==> config.mk <==
export PLATFORM = sky130hd
export DESIGN_NAME = mem_ctrl_flat
export DESIGN_NICKNAME = d
export VERILOG_FILES = /design/src/rtl/mem_ctrl_if.sv /design/src/rtl/mem_ctrl.sv /design/src/flat_wrapper.sv
export SDC_FILE = /design/constraint.sdc
export NUM_CORES = 1
export LEC_CHECK = 0
export BUFFER_PORTS_ARGS = -buffer_cell sky130_fd_sc_hd__buf_2
export CORE_MARGIN = 3
export CORE_UTILIZATION = 49
export DETAILED_ROUTE_END_ITERATION = 8
export GPL_TIMING_DRIVEN = 0
export PLACE_DENSITY_LB_ADDON = 0.12
export SLEW_MARGIN = 10
export SYNTH_ARGS = -nofsm -noshare
export SYNTH_HDL_FRONTEND = slang
export SYNTH_SLANG_ARGS = --single-unit
==> constraint.sdc <==
create_clock -name clk -period 5.2 [get_ports clk]
set_clock_uncertainty 0.1 [all_clocks]
set_input_delay 0.52 -clock clk [delete_from_list [all_inputs] [get_ports clk]]
set_output_delay 0.52 -clock clk [all_outputs]
set_load 0.02 [all_outputs]
==> src/rtl/mem_ctrl_if.sv <==
// Request/response port bundle between a command source and mem_ctrl.
// The source drives cmd_* and rsp_ready; the controller drives cmd_ready and rsp_*.
interface mem_ctrl_if #(
    parameter int ADDR_W = 5,
    parameter int DATA_W = 8
);
    logic              cmd_valid;
    logic              cmd_ready;
    logic              cmd_write;
    logic [ADDR_W-1:0] cmd_addr;
    logic [DATA_W-1:0] cmd_wdata;
    logic              rsp_valid;
    logic              rsp_ready;
    logic [DATA_W-1:0] rsp_rdata;
    logic [ADDR_W-1:0] rsp_addr;

    modport master (
        output cmd_valid, cmd_write, cmd_addr, cmd_wdata, rsp_ready,
        input  cmd_ready, rsp_valid, rsp_rdata, rsp_addr
    );

    modport slave (
        input  cmd_valid, cmd_write, cmd_addr, cmd_wdata, rsp_ready,
        output cmd_ready, rsp_valid, rsp_rdata, rsp_addr
    );
endinterface

==> src/rtl/mem_ctrl.sv <==
// Command front-end for a synchronous single-port memory: serialises read/write
// requests into one-cycle strobes and returns read data on a valid/ready port.
module mem_ctrl #(
    parameter int ADDR_W = 5,
    parameter int DATA_W = 8
) (
    input  logic              clk,
    input  logic              rst_n,
    mem_ctrl_if.slave         bus,
    output logic              mem_write,
    output logic              mem_read,
    output logic [ADDR_W-1:0] mem_addr,
    output logic [DATA_W-1:0] mem_data_in,
    input  logic [DATA_W-1:0] mem_data_out,
    output logic              busy
);
    typedef enum logic [2:0] {IDLE, WR, RD, RD_WAIT, RSP} state_t;

    state_t            state_reg,       state_next;
    logic              cmd_ready_reg,   cmd_ready_next;
    logic              rsp_valid_reg,   rsp_valid_next;
    logic [DATA_W-1:0] rsp_rdata_reg,   rsp_rdata_next;
    logic [ADDR_W-1:0] rsp_addr_reg,    rsp_addr_next;
    logic              mem_write_reg,   mem_write_next;
    logic              mem_read_reg,    mem_read_next;
    logic [ADDR_W-1:0] mem_addr_reg,    mem_addr_next;
    logic [DATA_W-1:0] mem_data_in_reg, mem_data_in_next;
    logic              busy_reg,        busy_next;

    always_ff @(posedge clk or negedge rst_n) begin
        if (!rst_n) begin
            state_reg       <= IDLE;
            cmd_ready_reg   <= 1'b0;
            rsp_valid_reg   <= 1'b0;
            rsp_rdata_reg   <= '0;
            rsp_addr_reg    <= '0;
            mem_write_reg   <= 1'b0;
            mem_read_reg    <= 1'b0;
            mem_addr_reg    <= '0;
            mem_data_in_reg <= '0;
            busy_reg        <= 1'b0;
        end else begin
            state_reg       <= state_next;
            cmd_ready_reg   <= cmd_ready_next;
            rsp_valid_reg   <= rsp_valid_next;
            rsp_rdata_reg   <= rsp_rdata_next;
            rsp_addr_reg    <= rsp_addr_next;
            mem_write_reg   <= mem_write_next;
            mem_read_reg    <= mem_read_next;
            mem_addr_reg    <= mem_addr_next;
            mem_data_in_reg <= mem_data_in_next;
            busy_reg        <= busy_next;
        end
    end

    // Strobes default low so each can only be high for the single cycle after acceptance;
    // only one of them is ever raised per accepted command, so they can never overlap.
    always_comb begin
        state_next       = state_reg;
        rsp_valid_next   = rsp_valid_reg;
        rsp_rdata_next   = rsp_rdata_reg;
        rsp_addr_next    = rsp_addr_reg;
        mem_write_next   = 1'b0;
        mem_read_next    = 1'b0;
        mem_addr_next    = mem_addr_reg;
        mem_data_in_next = mem_data_in_reg;

        case (state_reg)
            IDLE: begin
                if (bus.cmd_valid && cmd_ready_reg) begin
                    mem_addr_next = bus.cmd_addr;
                    if (bus.cmd_write) begin
                        state_next       = WR;
                        mem_data_in_next = bus.cmd_wdata;
                        mem_write_next   = 1'b1;
                    end else begin
                        state_next    = RD;
                        rsp_addr_next = bus.cmd_addr;
                        mem_read_next = 1'b1;
                    end
                end
            end
            WR:      state_next = IDLE;
            RD:      state_next = RD_WAIT;
            RD_WAIT: begin
                // Memory output became valid on the edge that ended RD.
                state_next     = RSP;
                rsp_rdata_next = mem_data_out;
                rsp_valid_next = 1'b1;
            end
            RSP: begin
                if (bus.rsp_ready) begin
                    state_next     = IDLE;
                    rsp_valid_next = 1'b0;
                end
            end
            default: state_next = IDLE;
        endcase

        cmd_ready_next = (state_next == IDLE);
        busy_next      = (state_next != IDLE);
    end

    assign bus.cmd_ready = cmd_ready_reg;
    assign bus.rsp_valid = rsp_valid_reg;
    assign bus.rsp_rdata = rsp_rdata_reg;
    assign bus.rsp_addr  = rsp_addr_reg;
    assign mem_write     = mem_write_reg;
    assign mem_read      = mem_read_reg;
    assign mem_addr      = mem_addr_reg;
    assign mem_data_in   = mem_data_in_reg;
    assign busy          = busy_reg;
endmodule

==> src/flat_wrapper.sv <==
// flat-port wrapper written by rule: the top's interface ports become plain ports
module mem_ctrl_flat 
#(
    parameter int ADDR_W = 5,
    parameter int DATA_W = 8
)
  (clk, rst_n, mem_write, mem_read, mem_addr, mem_data_in, mem_data_out, busy, bus_cmd_valid, bus_cmd_write, bus_cmd_addr, bus_cmd_wdata, bus_rsp_ready, bus_cmd_ready, bus_rsp_valid, bus_rsp_rdata, bus_rsp_addr);
  mem_ctrl_if #(.ADDR_W(ADDR_W), .DATA_W(DATA_W)) bus_i ();
  input  logic clk;
  input  logic rst_n;
  output logic mem_write;
  output logic mem_read;
  output logic [ADDR_W-1:0] mem_addr;
  output logic [DATA_W-1:0] mem_data_in;
  input  logic [DATA_W-1:0] mem_data_out;
  output logic busy;
  input wire logic [$bits(bus_i.cmd_valid)-1:0] bus_cmd_valid;
  input wire logic [$bits(bus_i.cmd_write)-1:0] bus_cmd_write;
  input wire logic [$bits(bus_i.cmd_addr)-1:0] bus_cmd_addr;
  input wire logic [$bits(bus_i.cmd_wdata)-1:0] bus_cmd_wdata;
  input wire logic [$bits(bus_i.rsp_ready)-1:0] bus_rsp_ready;
  output wire logic [$bits(bus_i.cmd_ready)-1:0] bus_cmd_ready;
  output wire logic [$bits(bus_i.rsp_valid)-1:0] bus_rsp_valid;
  output wire logic [$bits(bus_i.rsp_rdata)-1:0] bus_rsp_rdata;
  output wire logic [$bits(bus_i.rsp_addr)-1:0] bus_rsp_addr;
  assign bus_i.cmd_valid = bus_cmd_valid;
  assign bus_i.cmd_write = bus_cmd_write;
  assign bus_i.cmd_addr = bus_cmd_addr;
  assign bus_i.cmd_wdata = bus_cmd_wdata;
  assign bus_i.rsp_ready = bus_rsp_ready;
  assign bus_cmd_ready = bus_i.cmd_ready;
  assign bus_rsp_valid = bus_i.rsp_valid;
  assign bus_rsp_rdata = bus_i.rsp_rdata;
  assign bus_rsp_addr = bus_i.rsp_addr;
  mem_ctrl #(.ADDR_W(ADDR_W), .DATA_W(DATA_W)) u_core (.clk(clk), .rst_n(rst_n), .bus(bus_i), .mem_write(mem_write), .mem_read(mem_read), .mem_addr(mem_addr), .mem_data_in(mem_data_in), .mem_data_out(mem_data_out), .busy(busy));
endmodule
==> results of run 1 <==
area by class of cell:
class / count / area share, %
flip-flops and latches: 34 / 50.7
multi-input cells: 46 / 25.6
repair buffers: 56 / 16.7
clock buffers: 7 / 3.28
well taps: 30 / 2.24
inverters: 4 / 0.896
clock inverters: 1 / 0.299
plain buffers: 1 / 0.224
logic make-up (layout without fill, tap and decap cells):
group / Yosys count / count (layout) / share of synthesized area [%]
AND/OR/NAND/NOR: 16 / 16 / 8.48
flip-flops: 34 / 34 / 65.5
multiplexers: 26 / 26 / 22.5
buffers and inverters: 5 / 69 / 1.44
AO/OA/AOI/OAI: 4 / 4 / 2.02
metal layers:
metal / vias to the layer above / part of all wire [%] / track usage [%]
li1: 423 / - / -
met1: 423 / 39 / 19.8
met2: 34 / 53 / 27.1
met3: 0 / 8.2 / 7.47
met4: 0 / 0 / 4.97
met5: - / 0 / 0
worst max-delay path by stage:
| stage | startpoint | to | cells past startpoint |
|---|---|---|---|
| 2_1_floorplan | u_core.state_reg[1] | u_core.mem_addr[0] | 3 |
| 3_3_place_gp | bus_cmd_valid | u_core.mem_addr[2] | 4 |
| 4_1_cts | u_core.state_reg[1] | u_core.mem_addr[4] | 3 |
| 3_5_place_dp | u_core.state_reg[1] | u_core.mem_addr[0] | 3 |
| 6_report | u_core.state_reg[1] | u_core.mem_addr[4] | 3 |
| 5_1_grt | u_core.state_reg[1] | u_core.mem_addr[1] | 3 |
where the power goes:
group | internal, mW | switching [mW] | total (mW)
logic | 0.212 | 0.281 | 0.493
clock network | 0.0655 | 0.0840 | 0.149
registers | 0.389 | 0.0619 | 0.451
total | 0.667 | 0.427 | 1.09
placed cells by master (no fill, tap or decap):
cell,instances
buf_2,56
dfrtp_1,34
mux2_2,26
clkbuf_4,5
inv_1,4
nand2_1,4
clkbuf_1,2
nand2b_1,2
nand3b_1,2
nor2_1,2
a21oi_1,2
or2_4,1
o21a_1,1
nor4_4,1
or3b_2,1
nor4bb_1,1
o31a_1,1
and2_1,1
nor3_1,1
clkbuf_8,1
clkinv_2,1
worst max-delay path: stages (launching register included):
cell and delay (ns):
dfrtp_1 0.44, or2_4 0.30, nor3_1 0.63, mux2_2 0.41
==> results.sh, run 1 <==
export IMPL_status="completed"
export IMPL_synth_seq_cells=34
export IMPL_vias=880
export IMPL_rsz0062_at_grt="false"
export IMPL_worstSetupEndpointType="flop"
export IMPL_finalHoldViolations=0
export IMPL_report_power_total_mw=1.09
export IMPL_relSlewSlack_pct=49.0
export IMPL_cts_tree="done"
export IMPL_place_detailed_hpwl_mm=1.90
export IMPL_grt_max_degree=35
export IMPL_clk_latency_ns=0.33
export IMPL_cts_buffer_depth=2
export IMPL_yosysWarnings=0
export IMPL_place_inst=171
export IMPL_grt_ovfl_total=0
export IMPL_htreeDepth=2
export IMPL_setup_slack_ns=3.22
export IMPL_final_core_util_pct=67.1
export IMPL_die_x_um=57.5
export IMPL_r2r_start="u_core.state_reg[1]"
export IMPL_drcViolationCount=0
export IMPL_synthTopCellsByCount="dfrtp_1 (34), mux2_2 (26), inv_1 (4), nand2_1 (4)"
export IMPL_yosysMostFrequentCell="dfrtp_1"
export IMPL_async_flop_share_pct=100
export IMPL_multi_input_area_sq_um=429
export IMPL_grt_pass1_vias=932
export IMPL_wire_per_inst_um=13.8
export IMPL_rows=18
export IMPL_tightest_slew_ns=0.759
export IMPL_pre_cts_ws_ns=3.22
export IMPL_postCtsSetupBuffers=0
export IMPL_finalHoldWorstSlack_ns=0.131
export IMPL_syn_area_per_cell_sq_um=15.3
export IMPL_antenna_found_initial=0
export IMPL_final_area_sq_mm=0.00168
export IMPL_synth_top_area_share_pct=65.5
export IMPL_antenna_cells=0
export IMPL_cts_root_buf="clkbuf_4"
export IMPL_layout_min_cycle_time_ns=1.98
export IMPL_vdd_drop_max_uv=397
export IMPL_cp_required_ns=5.32
export IMPL_grt_pass1_wl_mm=4.13
export IMPL_yosysUniqueCellTypes=17
export IMPL_drt_antenna_violating_nets=0
export IMPL_worst_setup_path_type="flop to flop"
export IMPL_gp_congestion=0.753
export IMPL_area_growth_pct=29.1
export IMPL_grtUsageTotal_pct=16.6
export IMPL_ios=57
export IMPL_synth_fp_nets=111
export IMPL_first_pass_iters=2
export IMPL_portBuffers=56
export IMPL_cap_violations=0
export IMPL_min_delay_path_class="input port to asynchronous set/reset pin"
export IMPL_cts_repair_resized=0
export IMPL_p_leak_nw=0.853
export IMPL_finalSetupViolCount=0
export IMPL_power_density_mw_per_mm2=652
export IMPL_die_h_um=57.5
export IMPL_fmax_mhz=504
export IMPL_synth_flop_cell="dfrtp_1"
export IMPL_critPathMaxFanout=5
export IMPL_seq_area_frac_synth_pct=65.5
export IMPL_nets=174
export IMPL_reg2reg_slack_ns=3.22
export IMPL_regArea_sq_um=851
export IMPL_wirelength_mm=2.47
export IMPL_setup_tns_ns=0
export IMPL_num_fill_cells=187
export IMPL_holdBufCountCts=0
export IMPL_stdcell_count=179
export IMPL_start_util_pct=52.0
export IMPL_clk_pin_slew_ns=0.10
export IMPL_synth_area_leaders="dfrtp_1 (66%), mux2_2 (23%), nor4_4 (1.6%)"
export IMPL_cts_buffers=5
export IMPL_drive_gt1_share_pct=61.7
export IMPL_r2r_cells=3
export IMPL_placed_area_sq_mm=0.00162
export IMPL_r2r_end="u_core.mem_addr[4]"
export IMPL_dieArea_sq_mm=0.00330
export IMPL_finalMaxSlewViolations=0
export IMPL_worst_ep_arrival_time_ns=2.11
export IMPL_drt_iter0_markers=25
export IMPL_synth_edf_count=0
export IMPL_worstSetupStartpointType="flop"
export IMPL_core_area_sq_mm=0.00250
export IMPL_netlist_area_sq_mm=0.00130
export IMPL_fin_crit_sh_pct=38.2
export IMPL_clock_sinks=34
export IMPL_synth_top_area_cell="dfrtp_1"
export IMPL_postSynthCellCount=85
export IMPL_viasPerCell=4.92
Power figures use the tool's default switching activity.
==> inputs of run 2 (changes only) <==
CORE_UTILIZATION = 46   (was 49)
clock period = 1.9 ns   (was 5.2 ns; I/O delays follow)
==> run 2 against run 1 <==
  * Combinational power grew to 2.8 times the previous value
  * Setup slack worse by 3.1 ns
  * Global-route usage is 0.65 points higher
  * Critical path depth stayed put
  * Final cell count is 11% higher
  * Worst hold slack worse by 0.11 ns
  * Design area is 12% higher
  * Clock-buffer cell count stayed put
  * Wire length is 11% higher
  * Total power grew to 2.7 times the previous value
  * Fmax is 12% higher
  * Register-to-register slack worse by 3.1 ns
  * Critical path type unchanged
==> results.sh, run 2 (same netlist as run 1, synthesis figures left out) <==
export IMPL_status="completed"
export IMPL_critPathSlowestCell="nor3_2"
export IMPL_crit_cells=3
export IMPL_layout_min_cycle_time_ns=1.78
export IMPL_grt_pass1_wl_mm=4.44
export IMPL_ios=57
export IMPL_report_power_total_mw=2.97
export IMPL_gp_congestion=0.790
export IMPL_portBuffers=56
export IMPL_r2r_cells=3
export IMPL_wire_per_inst_um=13.8
export IMPL_layout_commonest_cell="buf_2"
export IMPL_pre_cts_ws_ns=-0.143
export IMPL_cts_root_buf="clkbuf_4"
export IMPL_finalSetupViolCount=0
export IMPL_placed_area_sq_mm=0.00162
export IMPL_min_delay_path_class="input port to flop"
export IMPL_worst_setup_path_type="flop to flop"
export IMPL_clk_latency_ns=0.32
export IMPL_antenna_found_initial=0
export IMPL_die_x_um=59.1
export IMPL_power_density_mw_per_mm2=1590
export IMPL_worst_ep_arrival_time_ns=1.89
export IMPL_final_area_sq_mm=0.00187
export IMPL_finalHoldViolations=0
export IMPL_fmax_mhz=563
export IMPL_grtUsageTotal_pct=17.3
export IMPL_area_growth_pct=44.3
export IMPL_viasPerCell=4.88
export IMPL_nets=195
export IMPL_cts_buffer_depth=2
export IMPL_clock_sinks=34
export IMPL_rows=18
export IMPL_finalMaxSlewViolations=0
export IMPL_worstSetupEndpointType="flop"
export IMPL_tightest_slew_ns=0.732
export IMPL_grt_max_degree=35
export IMPL_cp_required_ns=2.01
export IMPL_htreeDepth=2
export IMPL_worstSetupStartpointType="flop"
export IMPL_setup_slack_ns=0.124
export IMPL_drt_antenna_violating_nets=0
export IMPL_critPathMaxFanout=6
export IMPL_vdd_drop_max_uv=1170
export IMPL_dieArea_sq_mm=0.00350
export IMPL_whs_path_depth=2
export IMPL_final_core_util_pct=72.4
export IMPL_critical_path_top_delay_family="simple AND/OR/NAND/NOR gates"
export IMPL_start_util_pct=50.1
export IMPL_drive_gt1_share_pct=54.4
export IMPL_wirelength_mm=2.74
export IMPL_cp_num_buf_inv=0
export IMPL_core_area_sq_mm=0.00259
export IMPL_p_leak_nw=0.934
export IMPL_fin_crit_sh_pct=93.5
export IMPL_cts_buffers=5
export IMPL_path_cells="or2_4 -> nor3_2 -> mux2_2"
export IMPL_drcViolationCount=0
export IMPL_antenna_cells=0
export IMPL_cap_violations=0
export IMPL_grt_ovfl_total=0
export IMPL_die_h_um=59.1
export IMPL_cts_tree="done"
export IMPL_rsz0062_at_grt="false"
export IMPL_grt_pass1_vias=1015
export IMPL_relSlewSlack_pct=51.2
export IMPL_clk_pin_slew_ns=0.09
export IMPL_critPathMaxStageDelay_ns=0.45
export IMPL_vias=971
export IMPL_first_pass_iters=2
export IMPL_final_cell_mix="buf_2 (56), dfrtp_1 (34), mux2_2 (26)"
export IMPL_place_detailed_hpwl_mm=1.83
export IMPL_drt_iter0_markers=14
-- run 2: cell count changes in the layout (fill, tap and decap cells not counted) --
cell           delta
dlygate4sd3_1    +20
buf_4             +1
clkbuf_1          +1
clkbuf_8          -1
clkinv_2          -1
nor3_1            -1
nor3_2            +1
-- run 2: worst reg2reg max path, cell delays in order, from the launching register on --
cell and delay, ns:
dfrtp_1 0.44, or2_4 0.28, nor3_2 0.45, mux2_2 0.40
-- run 2: path summary, 6_finish.rpt --
kind                                           end                    start  slack, ns
hold reg to reg            u_core.bus.rsp_rdata[0]  u_core.bus.rsp_rdata[0]       0.40
min in group asynchronous    u_core.mem_data_in[2]                    rst_n       0.38
setup / recovery                u_core.mem_addr[3]      u_core.state_reg[0]       0.12
max in group asynchronous      u_core.state_reg[1]                    rst_n       0.84
setup reg to reg                u_core.mem_addr[3]      u_core.state_reg[0]       0.12
hold / removal              u_core.bus.rsp_addr[3]          bus_cmd_addr[3]       0.02
-- run 2: layout make-up --
class,count,area [sq um]
Tap cell,30,37.5
Buffer,1,3.75
Multi-Input combinational cell,46,434
Inverter,4,15.0
Fill cell,197,716
Clock buffer,7,45.0
Sequential cell,34,851
Timing Repair Buffer,77,488
-- run 2: power by group --
group	internal, mW	switching, mW
Combinational	0.616	0.782
Sequential	1.07	0.159
Clock	0.139	0.209
-- run 2: repair_timing --
action                                 4_1_cts  5_1_grt
resized for setup                            1        0
buffers inserted                             1        0
hold buffers                                18        2
endpoints found under the hold margin       51        2
setup endpoints to repair                   13        0
-- run 2: metrics by stage --
step           cells  hold WS [ns]  setup TNS [ns]
2_1_floorplan     85        -0.206               0
3_3_place_gp     171         0.176          -0.497
3_5_place_dp     171         0.188          -0.655
4_1_cts          197      0.000140               0
5_1_grt          199      0.000824               0
6_report         199        0.0167               0
-- run 2: per-layer routing --
metal / global-route usage (%) / part of all wire (%) / vias up
met5: 0 / 0 / -
met4: 5.83 / 0.84 / 0
met3: 5.23 / 6.4 / 4
met2: 34.1 / 56 / 34
met1: 16.6 / 37 / 471
li1: - / - / 462
==> inputs of run 3 (changes only) <==
CELL_PAD_IN_SITES_DETAIL_PLACEMENT = 1   (was not set)
CELL_PAD_IN_SITES_GLOBAL_PLACEMENT = 2   (was not set)
CORE_UTILIZATION = 29   (was 46)
GPL_ROUTABILITY_DRIVEN = 1   (was not set)
SLEW_MARGIN = 30   (was 10)
==> run 3 against run 2 <==
  * Critical path depth stayed put
  * Combinational power hardly changed
  * Die area is 52% higher
  * Utilization is 30 points lower
  * Critical path type unchanged
  * Largest cell class unchanged
  * Largest power group unchanged
  * Highest routed layer unchanged
==> results.sh, run 3 (same netlist as run 1, synthesis figures left out) <==
export IMPL_status="completed"
export IMPL_regArea_sq_um=851
export IMPL_antenna_found_initial=0
export IMPL_num_fill_cells=456
export IMPL_start_util_pct=31.1
export IMPL_stdcell_count=202
export IMPL_reg2reg_slack_ns=0.14
export IMPL_dieArea_sq_mm=0.00532
export IMPL_p_sw_mw=1.20
export IMPL_finalMaxSlewViolations=0
export IMPL_grtUsageTotal_pct=12.5
export IMPL_final_core_util_pct=42.2
export IMPL_vdd_drop_max_uv=566
export IMPL_swShare_pct=38.0
export IMPL_clock_sinks=34
export IMPL_critPathMaxFanout=6
export IMPL_fin_crit_sh_pct=92.8
export IMPL_critPathSlowestCell="nor3_2"
export IMPL_place_inst=191
export IMPL_min_delay_path_class="input port to flop"
export IMPL_worst_setup_path_type="flop to flop"
export IMPL_portBuffers=56
export IMPL_cts_buffer_depth=2
export IMPL_wire_per_inst_um=14.5
export IMPL_grt_pass1_vias=999
export IMPL_setup_tns_ns=0
export IMPL_drt_antenna_violating_nets=0
export IMPL_clk_pin_slew_ns=0.07
export IMPL_multi_input_area_sq_um=434
export IMPL_viasPerCell=4.58
export IMPL_cts_tree="done"
export IMPL_final_cell_mix="buf_2 (56), dfrtp_1 (34), mux2_2 (26)"
export IMPL_core_area_sq_mm=0.00417
export IMPL_layout_min_cycle_time_ns=1.76
export IMPL_cts_root_buf="clkbuf_8"
export IMPL_grt_pass1_wl_mm=5.00
export IMPL_rows=23
export IMPL_clkPwrFrac_pct=16.9
export IMPL_finalSetupViolCount=0
export IMPL_finalHoldViolations=0
export IMPL_p_comb_share_pct=43.8
export IMPL_grt_ovfl_total=0
export IMPL_cp_num_buf_inv=0
export IMPL_vias=925
export IMPL_nets=177
export IMPL_first_pass_iters=4
export IMPL_gp_congestion=0.705
export IMPL_rsz0062_at_grt="false"
export IMPL_area_growth_pct=35.7
export IMPL_p_leak_nw=0.883
export IMPL_critPathMaxStageDelay_ns=0.44
export IMPL_place_detailed_hpwl_mm=2.27
export IMPL_cts_buffers=5
export IMPL_power_density_mw_per_mm2=1790
export IMPL_wirelength_mm=2.93
export IMPL_worstSetupStartpointType="flop"
export IMPL_critical_path_top_delay_family="simple AND/OR/NAND/NOR gates"
export IMPL_worstSetupEndpointType="flop"
export IMPL_clk_latency_ns=0.28
export IMPL_grt_max_degree=35
export IMPL_drive_gt1_share_pct=62.5
export IMPL_layout_commonest_cell="buf_2"
export IMPL_die_x_um=72.9
export IMPL_ios=57
export IMPL_relSlewSlack_pct=50.1
export IMPL_pwr_share_seq_pct=39.3
export IMPL_drt_iter0_markers=20
export IMPL_setup_slack_ns=0.137
export IMPL_drcViolationCount=0
export IMPL_path_cells="or2_4 -> nor3_2 -> mux2_2"
export IMPL_pre_cts_ws_ns=-0.163
export IMPL_cp_required_ns=1.96
export IMPL_htreeDepth=2
export IMPL_antenna_cells=0
export IMPL_tightest_slew_ns=0.748
export IMPL_cap_violations=0
export IMPL_p_int_mw=1.96
export IMPL_die_h_um=72.9
export IMPL_fmax_mhz=567
export IMPL_worst_ep_arrival_time_ns=1.82
-- run 3: changes by cell type in the layout (fill, tap and decap cells not counted) --
cell           before  now
clkbuf_8            0    6
clkbuf_1            3    2
buf_4               1    2
clkbuf_4            5    0
dlygate4sd3_1      20    1
clkinv_2            0    1
-- run 3: worst register-to-register path: cells and delay by family (launching register included) --
kind             cells  cell delay, ns
DFF                  1            0.43
muxes                1            0.39
and+or+nand+nor      2            0.72
-- run 3: stage by stage --
| step | instance area (sq um) | hold slack [ns] | total power [mW] |
|---|---|---|---|
| floorplan | 1300 | -0.206 | 2.14 |
| global placement | 1640 | 0.199 | 2.58 |
| detailed placement | 1640 | 0.216 | 2.65 |
| CTS | 1760 | 0.0299 | 3.22 |
| global route | 1760 | 0.0260 | 3.39 |
| finish | 1760 | 0.0415 | 3.16 |
-- run 3: path summary, 6_finish.rpt --
check	startpoint	end	depth (start not counted)
max	u_core.state_reg[0]	u_core.mem_addr[1]	3
min	mem_data_out[3]	u_core.bus.rsp_rdata[3]	2
max reg2reg	u_core.state_reg[0]	u_core.mem_addr[1]	3
min reg2reg	u_core.mem_data_in[6]	u_core.mem_data_in[6]	1
max in group asynchronous	rst_n	u_core.mem_addr[3]	2
min in group asynchronous	rst_n	u_core.bus.rsp_valid	2
-- run 3: power by group through the flow --
| stage | sequential (mW) | combinational [mW] | clock (mW) |
|---|---|---|---|
| CTS | 1.25 | 1.42 | 0.561 |
| floorplan | 1.65 | 0.498 | 0 |
| global route | 1.29 | 1.50 | 0.601 |
| finish | 1.24 | 1.38 | 0.533 |
| global placement | 1.23 | 1.35 | 0 |
| detailed placement | 1.26 | 1.40 | 0 |
-- run 3: what timing repair did --
item	4_1_cts	5_1_grt
endpoints found under the hold margin	34	0
setup endpoints to repair	13	0
gates resized for setup	1	0
hold buffers	1	0
setup buffers	2	0
-- run 3: routing by layer --
metal  share of wire, %  GRT usage, %  vias up
met1                 40          14.8      461
met5                  0             0        -
li1                   -             -      429
met4               0.34          3.07        0
met2                 54          21.7       33
met3                6.1          4.27        2
-- run 3: area by class of cell --
class | count | area share [%]
repair buffers | 59 | 17.3
flip-flops and latches | 34 | 48.3
well taps | 50 | 3.55
clock inverters | 1 | 0.284
clock buffers | 7 | 4.90
plain buffers | 1 | 0.213
inverters | 4 | 0.852
multi-input cells | 46 | 24.6
